===== config.mk =====
export PLATFORM = sky130hd
export DESIGN_NAME = fetch_decode_unit
export DESIGN_NICKNAME = d
export VERILOG_FILES = /design/src/rtl/fetch_decode_unit.sv
export SDC_FILE = /design/constraint.sdc
export NUM_CORES = 1
export LEC_CHECK = 0
export CORE_AREA = 2 2 78 80
export DETAILED_ROUTE_END_ITERATION = 7
export DIE_AREA = 0 0 80 82
export DONT_BUFFER_PORTS = 1
export HOLD_SLACK_MARGIN = 0.03
export PLACE_DENSITY_LB_ADDON = 0.25
export SETUP_SLACK_MARGIN = 0.15
export SLEW_MARGIN = 20
export SYNTH_ARGS = -nofsm -noshare
export SYNTH_HDL_FRONTEND = slang
export SYNTH_SLANG_ARGS = --single-unit

===== constraint.sdc =====
create_clock -name clk -period 2 [get_ports clk]
set_input_delay 0.1 -clock clk [delete_from_list [all_inputs] [get_ports clk]]
set_output_delay 0.1 -clock clk [all_outputs]
set_load 0.02 [all_outputs]

===== src/rtl/fetch_decode_unit.sv =====
// RV32I front end: zero-latency fetch, full field/immediate decode,
// legality check and a sticky halt flag for the core's PC control.
module fetch_decode_unit #(
  parameter int ADDR_WIDTH = 31,
  parameter int DATA_WIDTH = 31
) (
  input  logic                  clk,
  input  logic                  rst,
  input  logic                  clk_en,
  input  logic [31:0]           i_pc,
  output logic [ADDR_WIDTH:0]   o_read_fetch_addr,
  input  logic [DATA_WIDTH:0]   i_read_fetch_data,
  output logic [31:0]           o_instruction,
  output logic                  o_valid,
  output logic [6:0]            o_opcode,
  output logic [4:0]            o_rd,
  output logic [4:0]            o_rs1,
  output logic [4:0]            o_rs2,
  output logic [2:0]            o_funct3,
  output logic [6:0]            o_funct7,
  output logic [2:0]            o_imm_type,
  output logic [31:0]           o_imm,
  output logic                  o_halted
);

  localparam logic [2:0] IMM_NONE = 3'd0;
  localparam logic [2:0] IMM_I    = 3'd1;
  localparam logic [2:0] IMM_S    = 3'd2;
  localparam logic [2:0] IMM_B    = 3'd3;
  localparam logic [2:0] IMM_U    = 3'd4;
  localparam logic [2:0] IMM_J    = 3'd5;

  localparam logic [6:0] OP_LUI    = 7'b0110111;
  localparam logic [6:0] OP_AUIPC  = 7'b0010111;
  localparam logic [6:0] OP_JAL    = 7'b1101111;
  localparam logic [6:0] OP_JALR   = 7'b1100111;
  localparam logic [6:0] OP_BRANCH = 7'b1100011;
  localparam logic [6:0] OP_LOAD   = 7'b0000011;
  localparam logic [6:0] OP_STORE  = 7'b0100011;
  localparam logic [6:0] OP_IMM    = 7'b0010011;
  localparam logic [6:0] OP_OP     = 7'b0110011;
  localparam logic [6:0] OP_MISC   = 7'b0001111;
  localparam logic [6:0] OP_SYSTEM = 7'b1110011;

  logic [31:0] instr;
  logic        legal;
  logic        halted_d, halted_q;

  // Fetch path: PC straight to the RAM, word back the same cycle; reset blanks it.
  always_comb begin
    o_read_fetch_addr = i_pc[ADDR_WIDTH:0];
    instr             = rst ? 32'h0 : i_read_fetch_data[31:0];
  end

  // Field slices of the fetched word.
  always_comb begin
    o_instruction = instr;
    o_opcode      = instr[6:0];
    o_rd          = instr[11:7];
    o_funct3      = instr[14:12];
    o_rs1         = instr[19:15];
    o_rs2         = instr[24:20];
    o_funct7      = instr[31:25];
  end

  // Opcode table: immediate format always follows the opcode, legality also checks funct fields.
  always_comb begin
    o_imm_type = IMM_NONE;
    legal      = 1'b0;
    unique case (o_opcode)
      OP_LUI, OP_AUIPC: begin o_imm_type = IMM_U; legal = 1'b1; end
      OP_JAL:           begin o_imm_type = IMM_J; legal = 1'b1; end
      OP_JALR:          begin o_imm_type = IMM_I; legal = (o_funct3 == 3'b000); end
      OP_BRANCH: begin
        o_imm_type = IMM_B;
        legal      = (o_funct3 != 3'b010) && (o_funct3 != 3'b011);
      end
      OP_LOAD: begin
        o_imm_type = IMM_I;
        legal      = (o_funct3 != 3'b011) && (o_funct3 != 3'b110) && (o_funct3 != 3'b111);
      end
      OP_STORE: begin o_imm_type = IMM_S; legal = (o_funct3 <= 3'b010); end
      OP_IMM: begin
        o_imm_type = IMM_I;
        if (o_funct3 == 3'b001)      legal = (o_funct7 == 7'b0000000);
        else if (o_funct3 == 3'b101) legal = (o_funct7 == 7'b0000000) || (o_funct7 == 7'b0100000);
        else                         legal = 1'b1;
      end
      OP_OP: begin
        legal = (o_funct7 == 7'b0000000) ||
                ((o_funct7 == 7'b0100000) && ((o_funct3 == 3'b000) || (o_funct3 == 3'b101)));
      end
      OP_MISC:   legal = (o_funct3 == 3'b000);
      OP_SYSTEM: legal = (instr == 32'h00000073) || (instr == 32'h00100073);
      default: begin
        o_imm_type = IMM_NONE;
        legal      = 1'b0;
      end
    endcase
    // Low-bit and zero checks are implied by the table but kept explicit for clarity.
    o_valid = legal && (instr != 32'h0) && (instr[1:0] == 2'b11);
  end

  // Sign-extended immediate assembled according to the decoded format.
  always_comb begin
    unique case (o_imm_type)
      IMM_I:   o_imm = {{20{instr[31]}}, instr[31:20]};
      IMM_S:   o_imm = {{20{instr[31]}}, instr[31:25], instr[11:7]};
      IMM_B:   o_imm = {{19{instr[31]}}, instr[31], instr[7], instr[30:25], instr[11:8], 1'b0};
      IMM_U:   o_imm = {instr[31:12], 12'b0};
      IMM_J:   o_imm = {{11{instr[31]}}, instr[31], instr[19:12], instr[20], instr[30:21], 1'b0};
      default: o_imm = 32'h0;
    endcase
  end

  // Sticky halt: set by any enabled invalid word, cleared only by reset.
  always_comb begin
    halted_d = halted_q;
    if (rst)                     halted_d = 1'b0;
    else if (clk_en && !o_valid) halted_d = 1'b1;
  end

  // Halt flag register.
  always_ff @(posedge clk) begin
    halted_q <= halted_d;
  end

  assign o_halted = halted_q;

endmodule


==> results.txt <==
Final Worst Setup Slack -> 0.392 ns
Setup Fix Bufs, Post-CTS -> 0
Sequential share of power -> 0.120
Max FO, Critical Path -> 33
Clk_lat worst skew -> 0 ns
Post_cts resized -> 0
Detailed-placement wirelength estimate -> 3740 µm
Distinct cells, synth -> 42
Largest register FFs -> 1
Setup TNS -> 0 ns
Comb pwr share -> 0.880
Layout cells sized above 1 -> 0.134
Sequential area share after synthesis -> 0.0145
Worst vdd ir -> 0.0639 mV
Main synth FF type -> dfxtp_1
Tot Pwr -> 0.000221 W
Post-Synthesis Cells -> 216
Fin nets -> 226
1st-pass router iterations -> 4
RSZ-0062 raised after global routing -> no
Critical Path Start Type -> input pin
Run status -> completed
CP Cell Sequence -> and4bb_2 -> nand2_1 -> a21bo_1 -> or2_1 -> o21ai_0 -> buf_4
Number of synthesized flops with an enable pin -> 0
Vias -> 1169
DIE AREA -> 6560 µm²
Buf+Inv Stages, Crit Path -> 1
Final ANT Viol Nets -> 0
Most instantiated cells after synthesis -> buf_4, nand2_1, nor2b_1
Setup WS pre-CTS -> 0.347 ns
Top-count cell post-synth -> buf_4
Slowest library cell on the worst path -> or2_1
Global-route wire length before repair -> 5820 µm
CP Capture Type -> primary output
Iter 0 DRT Violations -> 37
Reg-to-reg startpoint -> o_halted
CP Launch Point -> rst
Final worst path period need -> 1.61 ns
Largest net degree at the start of global routing -> 34
Asr flop ratio synth -> 0
Final Slew Violations -> 0
Net Sw Frac -> 0.701
Switching power -> 0.000155 W
Largest stage delay, worst path -> 0.39 ns
Area grow syn2layout -> -24.5%
Seq cells post-synth -> 1
Area share of the largest cell type after synthesis -> 0.371
Hold Slack -> 0.200 ns
Area leader, netlist -> buf_4
Ports -> 200
GPL Wtd Cong -> 0.728
Filler cells -> 686
Tcrit/Tclk final -> 0.804
Fmax -> 622 MHz
Final setup fails -> 0
Mean area per synthesized cell -> 6.38 µm²
Max-cap violations -> 0
Die width -> 80 µm
Post-DR vias/cell -> 5.04
Hold_buf cts -> 0
IO buf count -> 0
Power per Cell Area -> 213 nW/µm²
DRC -> 0
Synth warn -> 0
Final wirelength -> 4500 µm
Row cnt -> 28
CP top delay family -> simple AND/OR/NAND/NOR gates
Final Hold Viols -> 0
Core area -> 5750 µm²
Clk network pwr share -> 0
Post-Syn Nets -> 283
Worst slew pin tran -> 0.800 ns
Rel. slew slack -> 0.465
Int Pwr -> 0.0000663 W
HP Class -> in -> out
Leakage -> 0.501 nW
Initial antenna violation count -> 0
Total gr overflow -> 0
Vias in the first global route -> 1037
Initial core utilization -> 0.240
Area contributors post-synth -> buf_4, nor2b_1, nand2_1, a21o_1, nor2_1
Util after Layout -> 0.181
CP arrival -> 1.51 ns
Number of diodes -> 0
Total Routing Usage GR -> 0.115
Post-route clock skew -> 0 ns
WS Path Type -> in -> out
Die height -> 82 µm
Cell area after synthesis -> 1380 µm²
Drt wl/cell -> 19.4 µm
Worst hold start -> i_pc[21]
CP required -> 1.90 ns
-- placed cells by master, fill, tap and decap left out, types with 2 or more instances in the layout --
| cell type | instances |
|---|---|
| nand2_1 | 25 |
| nor2b_1 | 20 |
| nor2_1 | 15 |
| buf_4 | 15 |
| inv_1 | 12 |
| o21ai_0 | 11 |
| a21o_1 | 8 |
| nor3_1 | 5 |
| a21oi_1 | 4 |
| a22o_1 | 4 |
| nand2b_1 | 3 |
| nor4_1 | 3 |
| and2b_2 | 2 |
| a22oi_1 | 2 |
| nand4_1 | 2 |
| a32o_1 | 2 |
| nand3_1 | 2 |
-- stage by stage --
step,cell area [µm²],std cells
finish,1040,232
global route,1040,232
CTS,1040,232
detailed placement,1040,232
global placement,1040,232
floorplan,1380,216
-- final cells by class --
cell class / instances / area, µm² / area share
flip-flops and latches: 1 / 20.0 / 0.0193
inverters: 12 / 45.0 / 0.0433
well taps: 75 / 93.8 / 0.0903
multi-input cells: 129 / 768 / 0.739
repair buffers: 15 / 113 / 0.108
-- worst paths after layout --
path | endpoint | slack, ns | cells after the start
min | o_read_fetch_addr[21] | 0.20 | 0
max reg2reg | o_halted | 1.28 | 1
max | o_imm[29] | 0.39 | 6
min reg2reg | o_halted | 0.64 | 1
-- kinds of logic (layout without fill, tap and decap cells) --
kind of cell | Yosys count | in the layout | share of synthesized area
AOI/OAI and AO/OA | 41 | 41 | 0.205
and+or+nand+nor | 87 | 87 | 0.346
buffers and inverters | 86 | 27 | 0.428
xor gates and xnor gates | 1 | 1 | 0.00636
DFF | 1 | 1 | 0.0145
-- metal layers --
metal	global-route usage	up-vias	part of all wire
met2	0.211	75	0.49
met1	0.140	535	0.41
met5	0	-	0
met3	0.0176	16	0.078
met4	0.0322	0	0.018
li1	-	543	-
-- power by group through the flow --
| stage | logic (W) | registers [W] | clock network, W |
|---|---|---|---|
| 2_1_floorplan | 0.000330 | 0.0000259 | 0 |
| 5_1_grt | 0.000212 | 0.0000268 | 0 |
| 4_1_cts | 0.000196 | 0.0000265 | 0 |
| 6_report | 0.000195 | 0.0000265 | 0 |
| 3_3_place_gp | 0.000198 | 0.0000267 | 0 |
| 3_5_place_dp | 0.000196 | 0.0000265 | 0 |
No activity file was read; power rests on OpenSTA's default activity.
